===== src/rtl/apu_pkg.sv =====
// Shared constants and helpers for the APU noise-channel control logic.
package apu_pkg;

  typedef enum logic [1:0] {
    ADDR_NR41 = 2'd0,
    ADDR_NR42 = 2'd1,
    ADDR_NR43 = 2'd2,
    ADDR_NR44 = 2'd3
  } reg_addr_e;

  localparam int LEN_MAX = 64;

  // Bit n set means frame step n clocks the length counter (steps 0,2,4,6).
  localparam logic [7:0] LEN_STEP_MASK = 8'b0101_0101;
  localparam logic [2:0] ENV_STEP      = 3'd7;

  // Shifts above this value stop the LFSR clock entirely.
  localparam logic [3:0] SHIFT_MAX = 4'd13;

  function automatic logic [4:0] lfsr_base(input logic [2:0] r);
    lfsr_base = (r == 3'd0) ? 5'd2 : {r, 2'b00};
  endfunction

endpackage


===== src/rtl/ch4_envelope.sv =====
// Noise-channel volume envelope: volume, envelope period counter, done latch.
module ch4_envelope (
  input  logic       dova_phi,
  input  logic       apu_reset,
  input  logic       trigger,
  input  logic       env_clk,
  input  logic [7:0] nr42,
  output logic [3:0] vol
);

  logic [2:0] env_cnt;
  logic       env_done;
  logic [2:0] env_period;
  logic       env_up;

  assign env_period = nr42[2:0];
  assign env_up     = nr42[3];

  always_ff @(posedge dova_phi or posedge apu_reset) begin
    if (apu_reset) begin
      vol      <= 4'd0;
      env_cnt  <= 3'd0;
      env_done <= 1'b0;
    end else if (trigger) begin
      vol      <= nr42[7:4];
      env_cnt  <= env_period;
      env_done <= 1'b0;
    end else if (env_clk && env_period != 3'd0 && !env_done) begin
      if (env_cnt > 3'd1) begin
        env_cnt <= env_cnt - 3'd1;
      end else begin
        // Counter expires: reload and attempt one volume step; saturate latches done.
        env_cnt <= env_period;
        if (env_up) begin
          if (vol == 4'hF) env_done <= 1'b1;
          else             vol      <= vol + 4'd1;
        end else begin
          if (vol == 4'h0) env_done <= 1'b1;
          else             vol      <= vol - 4'd1;
        end
      end
    end
  end

endmodule


===== src/rtl/ch4_sequencer.sv =====
// Noise-channel controller: NR41-NR44 registers, frame sequencer, length
// counter, LFSR clock divider and envelope; drives the channel-4 datapath.
module ch4_sequencer #(
  parameter int LEN_MAX = apu_pkg::LEN_MAX,
  parameter int DIV_W   = 22
) (
  input  logic       dova_phi,
  input  logic       apu_reset,
  input  logic       en_1m,
  input  logic       fs_tick,
  input  logic       wr_en,
  input  logic [1:0] addr,
  input  logic [7:0] wdata,
  output logic [7:0] rdata,
  output logic       ch4_restart,
  output logic       lfsr_tick,
  output logic       lfsr_width7,
  output logic [3:0] ch4_vol,
  output logic       ch4_active,
  output logic       dac_en
);
  import apu_pkg::*;

  localparam int LW = $clog2(LEN_MAX + 1);

  logic [7:0]       nr42;
  logic [7:0]       nr43;
  logic             len_en;
  logic [LW-1:0]    length_cnt;
  logic [2:0]       fs_step;
  logic [DIV_W-1:0] div_cnt;

  logic             wr_nr41, wr_nr42, wr_nr43, wr_nr44;
  logic             trigger;
  logic             len_clk, env_clk;
  logic             div_run;
  logic [DIV_W-1:0] div_period;
  logic [LW-1:0]    len_load;

  assign wr_nr41 = wr_en && (addr == ADDR_NR41);
  assign wr_nr42 = wr_en && (addr == ADDR_NR42);
  assign wr_nr43 = wr_en && (addr == ADDR_NR43);
  assign wr_nr44 = wr_en && (addr == ADDR_NR44);
  assign trigger = wr_nr44 && wdata[7];

  // Decisions use the step value before this tick's increment.
  assign len_clk = fs_tick && LEN_STEP_MASK[fs_step];
  assign env_clk = fs_tick && (fs_step == ENV_STEP);

  assign div_period = DIV_W'(lfsr_base(nr43[2:0])) << nr43[7:4];
  assign div_run    = en_1m && ch4_active && (nr43[7:4] <= SHIFT_MAX);
  assign len_load   = LW'(LEN_MAX) - LW'(wdata[5:0]);

  assign dac_en      = |nr42[7:3];
  assign lfsr_width7 = nr43[3];

  always_ff @(posedge dova_phi or posedge apu_reset) begin
    if (apu_reset) begin
      nr42        <= 8'h00;
      nr43        <= 8'h00;
      len_en      <= 1'b0;
      length_cnt  <= '0;
      fs_step     <= 3'd0;
      div_cnt     <= '0;
      ch4_active  <= 1'b0;
      ch4_restart <= 1'b0;
      lfsr_tick   <= 1'b0;
    end else begin
      ch4_restart <= trigger;
      lfsr_tick   <= 1'b0;

      if (fs_tick) fs_step <= fs_step + 3'd1;
      if (wr_nr42) nr42    <= wdata;
      if (wr_nr43) nr43    <= wdata;
      if (wr_nr44) len_en  <= wdata[6];

      // A write or trigger in the same cycle as a length clock suppresses the decrement.
      if (wr_nr41) begin
        length_cnt <= len_load;
      end else if (trigger) begin
        if (length_cnt == '0) length_cnt <= LW'(LEN_MAX);
      end else if (len_clk && len_en && length_cnt != '0) begin
        length_cnt <= length_cnt - LW'(1);
      end

      if (len_clk && len_en && length_cnt == LW'(1) && !wr_nr41 && !trigger)
        ch4_active <= 1'b0;
      if (trigger)
        ch4_active <= dac_en;
      if (wr_nr42 && wdata[7:3] == 5'd0)
        ch4_active <= 1'b0;

      if (trigger) begin
        div_cnt <= div_period;
      end else if (div_run) begin
        if (div_cnt <= DIV_W'(1)) begin
          div_cnt   <= div_period;
          lfsr_tick <= 1'b1;
        end else begin
          div_cnt <= div_cnt - DIV_W'(1);
        end
      end
    end
  end

  ch4_envelope u_envelope (
    .dova_phi  (dova_phi),
    .apu_reset (apu_reset),
    .trigger   (trigger),
    .env_clk   (env_clk),
    .nr42      (nr42),
    .vol       (ch4_vol)
  );

  always_comb begin
    rdata = 8'hFF;
    case (addr)
      ADDR_NR41: rdata = 8'hFF;
      ADDR_NR42: rdata = nr42;
      ADDR_NR43: rdata = nr43;
      ADDR_NR44: rdata = {1'b1, len_en, 6'h3F};
      default:   rdata = 8'hFF;
    endcase
  end

endmodule


===== config.mk =====
export PLATFORM = sky130hd
export DESIGN_NAME = ch4_sequencer
export DESIGN_NICKNAME = d
export VERILOG_FILES = /design/src/rtl/apu_pkg.sv /design/src/rtl/ch4_envelope.sv /design/src/rtl/ch4_sequencer.sv
export SDC_FILE = /design/constraint.sdc
export NUM_CORES = 1
export LEC_CHECK = 0
export CORE_MARGIN = 2
export CORE_UTILIZATION = 53
export CTS_CLUSTER_SIZE = 40
export DETAILED_ROUTE_END_ITERATION = 6
export PLACE_DENSITY = 0.8
export SYNTH_ARGS = -nofsm -noshare
export SYNTH_HDL_FRONTEND = slang
export SYNTH_SLANG_ARGS = --single-unit

===== constraint.sdc =====
create_clock -name dova_phi -period 2.6 [get_ports dova_phi]
set_clock_uncertainty 0.1 [all_clocks]
set_input_delay 0.52 -clock dova_phi [delete_from_list [all_inputs] [get_ports dova_phi]]
set_output_delay 0.52 -clock dova_phi [all_outputs]
set_load 0.01 [all_outputs]

* Word level (Yosys, flattened, before mapping)
Memories as Yosys holds them, arrays and structs flattened. Index checks and enable logic that the tools add are counted.
Operators by class: $add $sub $neg 7, equality and inequality tests 11, order comparisons 4, shift-type cells 1, multiplexer cells 31, reductions and logical operators 36
Operators with widths (number):
- two-way mux 22 bit | 3
- case mux 8 bit (4 select lines) | 1
- two-way mux 7 bit | 4
- two-way mux 4 bit | 6
- less-or-equal comparator 22 x 1 -> 1 bit, second input constant | 1
- left shift 5 x 4 -> 22 bit | 1
- subtractor 22 x 1 -> 22 bit, second input constant | 1
- logical AND 1 bit | 17
- two-way mux 1 bit | 13
- nonzero test 3 bit | 4
- two-way mux 3 bit | 3
- AND reduction 4 bit | 2
- equality test 7 x 1 -> 1 bit, second input constant | 1
- logical NOT 7 bit | 1
- nonzero test 7 bit | 1
- subtractor 7 x 1 -> 7 bit, second input constant | 1
- subtractor 7 x 6 -> 7 bit, first input constant | 1
- inequality test 3 bit, second input constant | 2
- logical NOT 5 bit | 1
- two-way mux 5 bit | 1
- OR reduction 5 bit | 1
- adder 4 x 1 -> 4 bit, second input constant | 1
- equality test 2 bit, second input constant | 2
- equality test 4 bit, second input constant | 1
- 17 further kinds | 20
Storage, ports and cells: register bits after elaboration 60, memories 1, input port bits 15, ROM bits 8, output and inout port bits 17
Memories:
- (name not given) | depth 8, width 1, rd ports 1, clocked after memory_dff 0, wr ports 0, RTL line ch4_sequencer.sv:47 | assign len_clk = fs_tick && LEN_STEP_MASK[fs_step];

* Logic depth before layout (Yosys ltp)
Gate-level depths: netlist (run 1).
word-level depth 10, mapped depth 10

* Cells and area by module
Synthesis (run 1) repeated with hierarchy kept, for this count alone.
Second synthesis, totals: cells, all modules 431, area, all modules 3923.8 µm²
By module, submodules not included:
- ch4_sequencer | area each 3313.2 µm², cells an instance 368, instances 1
- ch4_envelope | area each 610.6 µm², cells an instance 63, instances 1

* Worst setup path before layout (run 1)
No wires, ideal clock.
path kind register -> register, start point register div_cnt[6], end point register div_cnt[2], library setup time 0.126 ns, setup slack -0.067 ns, cell stages (with the launch flop) 10, required time 2.374 ns, arrival 2.441 ns, cells stage by stage dfrtp_1 -> buf_6 -> or4_4 -> buf_6 -> or4_4 -> buf_6 -> o21ai_4 -> buf_6 -> o21ai_1 -> a221o_1
Between the ends: longest elaborated chain between the ends 4
Ends and longest elaborated chain:
- start, declared | RTL line ch4_sequencer.sv:31 | logic [DIV_W-1:0] div_cnt;
- start signal, assigned | RTL line ch4_sequencer.sv:94 | div_cnt <= div_period;
- start signal, assigned | RTL line ch4_sequencer.sv:97 | div_cnt <= div_period;
- start signal, assigned | RTL line ch4_sequencer.sv:100 | div_cnt <= div_cnt - DIV_W'(1);
- less-or-equal comparator 22 x 1 -> 1 bit | RTL line ch4_sequencer.sv:96 | if (div_cnt <= DIV_W'(1)) begin
- two-way mux 22 bit | RTL line ch4_sequencer.sv:96
- two-way mux 22 bit | RTL line ch4_sequencer.sv:95 | end else if (div_run) begin
- two-way mux 22 bit | RTL line ch4_sequencer.sv:93 | if (trigger) begin
Every way passes these cells. The select of a mux whose other input is x is not followed. A chain may end at the register's enable or synchronous reset.

* Final worst setup path (run 1)
start point register div_cnt[12], end point register div_cnt[14]
Between the ends: longest elaborated chain between the ends 4
Ends and longest elaborated chain (RTL line):
- subtractor 22 x 1 -> 22 bit / less-or-equal comparator 22 x 1 -> 1 bit (equally long branches) | ch4_sequencer.sv:100, ch4_sequencer.sv:96
- two-way mux 22 bit (*) | ch4_sequencer.sv:96
- two-way mux 22 bit (*) | ch4_sequencer.sv:95
- two-way mux 22 bit (*) | ch4_sequencer.sv:93
Mark *: on every way between the ends. The rest lies on a longest branch, timed or not. The select of a mux whose other input is x is not followed.

==> results.rst, run 1 <==
.. list-table::
   :header-rows: 1

   * - Metric
     - Value
   * - Worst setup margin
     - 0.0548 ns
   * - Router iterations before antenna repair
     - 5
   * - Areal power density over the cells
     - 897 mW/mm²
   * - Root Driver
     - sky130_fd_sc_hd__clkbuf_8
   * - Diodes inserted
     - 0
   * - Part of the total power dissipated in sequential elements
     - 0.365
   * - Pwr Total
     - 4.31 mW
   * - Final setup fails
     - 0
   * - Number of flops mapped to enable cells by yosys
     - 0
   * - Count of port buffers added during placement
     - 31
   * - Clock Tree Buf Depth
     - 2
   * - Die Span X
     - 89.7 µm
   * - Cell-internal power
     - 2.67 mW
   * - Initial Utilization
     - 0.543
   * - Launch instance of the worst register-to-register path
     - div_cnt[12]
   * - Number of global-route vias before repair
     - 3569
   * - Skew-Pair Late Insertion Delay
     - 0.35 ns
   * - Status
     - completed
   * - Sequential Area
     - 0.00150 mm²
   * - Total number of vias
     - 3656
   * - Layout Area Growth over Synthesis
     - 23.3%
   * - Clock share of power
     - 0.243
   * - Yosys reg bits
     - 60
   * - Max VDD drop
     - 0.565 mV
   * - Setup total negative slack
     - 0 ns
   * - Area used by multi-input combinational logic
     - 0.00226 mm²
   * - Sinks on the clock net
     - 60
   * - Initial antenna violation count
     - 0
   * - Number of H-tree levels
     - 3
   * - Final-report hold violation count
     - 0
   * - Number of top-level pins
     - 32
   * - Total standard cell area after synthesis
     - 0.00390 mm²
   * - Weighted congestion reported at the end of routability-driven placement
     - 0.927
   * - Least-Margin Pin Slew
     - 0.522 ns
   * - Highest clock frequency the design can meet
     - 393 MHz
   * - Core Footprint
     - 0.00718 mm²
   * - CTS buffer count
     - 9
   * - Data arrival, critical path
     - 2.68 ns
   * - Fraction of final layout cells sized beyond drive strength 1
     - 0.193
   * - Power share of the combinational group
     - 0.392
   * - Count of fill cells added during filler insertion
     - 557
   * - Net count of the mapped netlist
     - 456
   * - Maximum capacitance violations
     - 0
   * - Largest fanout on the critical path
     - 5
   * - First element of the critical path
     - div_cnt[12]
   * - Placed Instance Area
     - 0.00449 mm²
   * - Kind of critical path
     - reg2reg
   * - Number of nets in the layout
     - 509
   * - Part of the Yosys area used for sequential elements
     - 0.385
   * - Aggregate global-route resource usage
     - 0.262
   * - Async set-reset flop share out of synthesis
     - 1.00
   * - Routed wire length per instance
     - 17.7 µm
   * - Min-Delay Path Depth
     - 1
   * - Height of the die
     - 89.7 µm
   * - Synthesized instance count
     - 428
   * - DPL Wire Length
     - 7390 µm
   * - Worst slew margin relative to its limit
     - 0.649
   * - HP Class
     - reg2reg
   * - Total detailed-routing wirelength
     - 10300 µm
   * - Critical Path End Type
     - flip-flop
   * - Number of cell instances on the worst register-to-register path
     - 6
   * - Remaining routing DRC violations
     - 0
   * - FP Rows
     - 31
   * - CTS tree
     - built
   * - Global-route wire length before repair
     - 17100 µm
   * - Maximum number of pins on one net before global-route repair
     - 61
   * - Worst Setup Start Kind
     - flip-flop
   * - Setup repair after global routing missed its margin
     - no
   * - Number of max-slew violations in the final report
     - 0
   * - Post-DR vias/cell
     - 6.25
   * - Sw Pwr
     - 1.64 mW
   * - Starting DRC count in detailed routing
     - 333
   * - Worst min-delay path startpoint
     - fs_step[0]
   * - Final std cell area, no fill
     - 0.00480 mm²
   * - Minimum period implied by the final worst setup slack
     - 2.55 ns
   * - Die Footprint
     - 0.00805 mm²
   * - Most instantiated flip-flop cell in the synthesis netlist
     - sky130_fd_sc_hd__dfrtp_1
   * - Register clock-pin slew on the reported worst setup and hold paths
     - 0.08 ns
   * - Yosys synthesis warning count
     - 0
   * - Residual overflow from global routing
     - 0
   * - Mean Syn Cell Area
     - 9.10 µm²
   * - Fraction of power spent switching nets
     - 0.381
   * - Utilization after layout
     - 0.670
   * - Static leakage power
     - 1.97 nW
   * - Number of distinct library cells after synthesis
     - 63
   * - Post-Place Worst Slack
     - -0.166 ns
   * - Period utilisation layout
     - 0.979
   * - Number of routed nets with antenna violations
     - 0
   * - Worst reg-to-reg setup slack
     - 0.05 ns
   * - Worst EP required
     - 2.74 ns
## path summary, 6_finish.rpt
check	endpoint
min in group asynchronous	div_cnt[11]
worst min register to register	fs_step[0]
max in group asynchronous	div_cnt[12]
worst max register to register	div_cnt[14]
worst min-delay path	fs_step[0]
worst max-delay path	div_cnt[14]
## worst max-delay path: stages, from the launching register on
cell                      delay (ns)
sky130_fd_sc_hd__dfrtp_2        0.43
sky130_fd_sc_hd__or4_4          0.53
sky130_fd_sc_hd__or4_4          0.55
sky130_fd_sc_hd__o21ai_4        0.20
sky130_fd_sc_hd__buf_4          0.16
sky130_fd_sc_hd__o21ai_0        0.09
sky130_fd_sc_hd__a221o_1        0.37
## Yosys cell counts (3+ instances only)
library cell,instances,share of area
sky130_fd_sc_hd__o22ai_1,3,0.0048
sky130_fd_sc_hd__nand2b_1,8,0.013
sky130_fd_sc_hd__or3_1,9,0.014
sky130_fd_sc_hd__nor4_1,13,0.021
sky130_fd_sc_hd__dfrtp_1,60,0.39
sky130_fd_sc_hd__mux2_2,18,0.052
sky130_fd_sc_hd__xor2_1,4,0.0090
sky130_fd_sc_hd__o41ai_1,3,0.0067
sky130_fd_sc_hd__o21ai_0,33,0.042
sky130_fd_sc_hd__or2_2,3,0.0048
sky130_fd_sc_hd__mux2i_1,10,0.026
sky130_fd_sc_hd__buf_6,4,0.012
sky130_fd_sc_hd__o32a_1,3,0.0077
sky130_fd_sc_hd__a221o_1,5,0.013
sky130_fd_sc_hd__ha_1,12,0.039
sky130_fd_sc_hd__and2_1,3,0.0048
sky130_fd_sc_hd__nand3_1,10,0.013
sky130_fd_sc_hd__o31a_1,3,0.0067
sky130_fd_sc_hd__nor3b_1,5,0.0096
sky130_fd_sc_hd__xnor2_1,5,0.011
sky130_fd_sc_hd__nand3b_1,5,0.0096
sky130_fd_sc_hd__o21ai_1,3,0.0039
sky130_fd_sc_hd__o22a_1,8,0.018
sky130_fd_sc_hd__nor2_1,33,0.032
sky130_fd_sc_hd__clkbuf_1,20,0.019
sky130_fd_sc_hd__inv_1,15,0.014
sky130_fd_sc_hd__a31oi_1,4,0.0064
sky130_fd_sc_hd__nor3_1,24,0.031
sky130_fd_sc_hd__or4_1,5,0.0096
sky130_fd_sc_hd__a21oi_1,18,0.023
sky130_fd_sc_hd__a211oi_1,4,0.0077
sky130_fd_sc_hd__nand4_1,4,0.0064
sky130_fd_sc_hd__a21o_1,3,0.0058
sky130_fd_sc_hd__a22oi_1,4,0.0077
sky130_fd_sc_hd__nand2_1,27,0.026
## timing repair
item                                    in CTS  in global routing
endpoints found under the setup margin      10                  6
hold buffers                                 0                  0
setup buffers                                0                  1
pin swaps                                    0                  2
gates cloned                                 0                  0
resized for setup                            5                  9
## cells by family (layout without fill, tap and decap cells)
group | count (synthesis) | count (layout) | synth area share
AOI/OAI and AO/OA | 117 | 117 | 0.207
xor gates and xnor gates | 9 | 9 | 0.0202
adders and majority gates | 13 | 13 | 0.0437
buffers and inverters | 42 | 100 | 0.0491
DFF | 60 | 60 | 0.385
muxes | 28 | 28 | 0.0777
and+or+nand+nor | 159 | 159 | 0.216
## area by class of cell
class | instances | share of cell area
Clock buffer | 9 | 0.0258
Clock inverter | 7 | 0.0258
Inverter | 16 | 0.0125
Multi-Input combinational cell | 326 | 0.471
Sequential cell | 60 | 0.313
Tap cell | 99 | 0.0258
Timing Repair Buffer | 68 | 0.126
## sequential cells by signal, summed over array words and instances, names as in the netlist
register,count
nr43,8
length_cnt,7
ch4_active,1
u_envelope.env_done,1
ch4_restart,1
u_envelope.env_cnt,3
nr42,8
lfsr_tick,1
div_cnt,22
fs_step,3
u_envelope.vol,4
len_en,1
## cells in the final DEF (no fill, tap or decap), drive strengths merged, types with 3 or more instances in the layout
cell type,n
a211oi,4
a21o,3
a21oi,18
a221o,5
a22oi,4
a31oi,4
and2,3
buf,37
bufinv,3
clkbuf,9
clkdlybuf4s50,29
clkinv,3
dfrtp,60
ha,12
inv,16
mux2,18
mux2i,10
nand2,27
nand2b,8
nand3,10
nand3b,5
nand4,4
nor2,33
nor3,24
nor3b,5
nor4,13
o21ai,37
o22a,8
o22ai,3
o31a,3
o32a,3
o41ai,3
or2,3
or3,9
or4,7
xnor2,5
xor2,4
## power by group through the flow
stage	Sequential, mW	Combinational [mW]	Clock, mW
2_1_floorplan	1.48	1.15	0
3_3_place_gp	1.55	1.57	0
3_5_place_dp	1.57	1.63	0
4_1_cts	1.56	1.65	1.06
5_1_grt	1.62	1.86	1.10
6_report	1.57	1.69	1.05
## metal layers
| layer | vias to the layer above | GRT usage | wire, µm |
|---|---|---|---|
| li1 | 1722 | - | - |
| met1 | 1757 | 0.330 | 4370 |
| met2 | 156 | 0.424 | 4910 |
| met3 | 21 | 0.0805 | 834 |
| met4 | 0 | 0.103 | 217 |
| met5 | - | 0 | 0 |
## metrics by stage
step / std cells / hold slack [ns]
final: 585 / 0.407
after CTS: 584 / 0.414
after detailed placement: 568 / 0.391
after global placement: 568 / 0.377
after global routing: 585 / 0.438
after floorplan: 428 / 0.356
(Power assumes the default switching activity.)
==> run 2: changes to the inputs <==
- SLEW_MARGIN: default -> 40
==> results of run 2 <==
No change in the layout: final DEF, timing and power equal those of run 1.
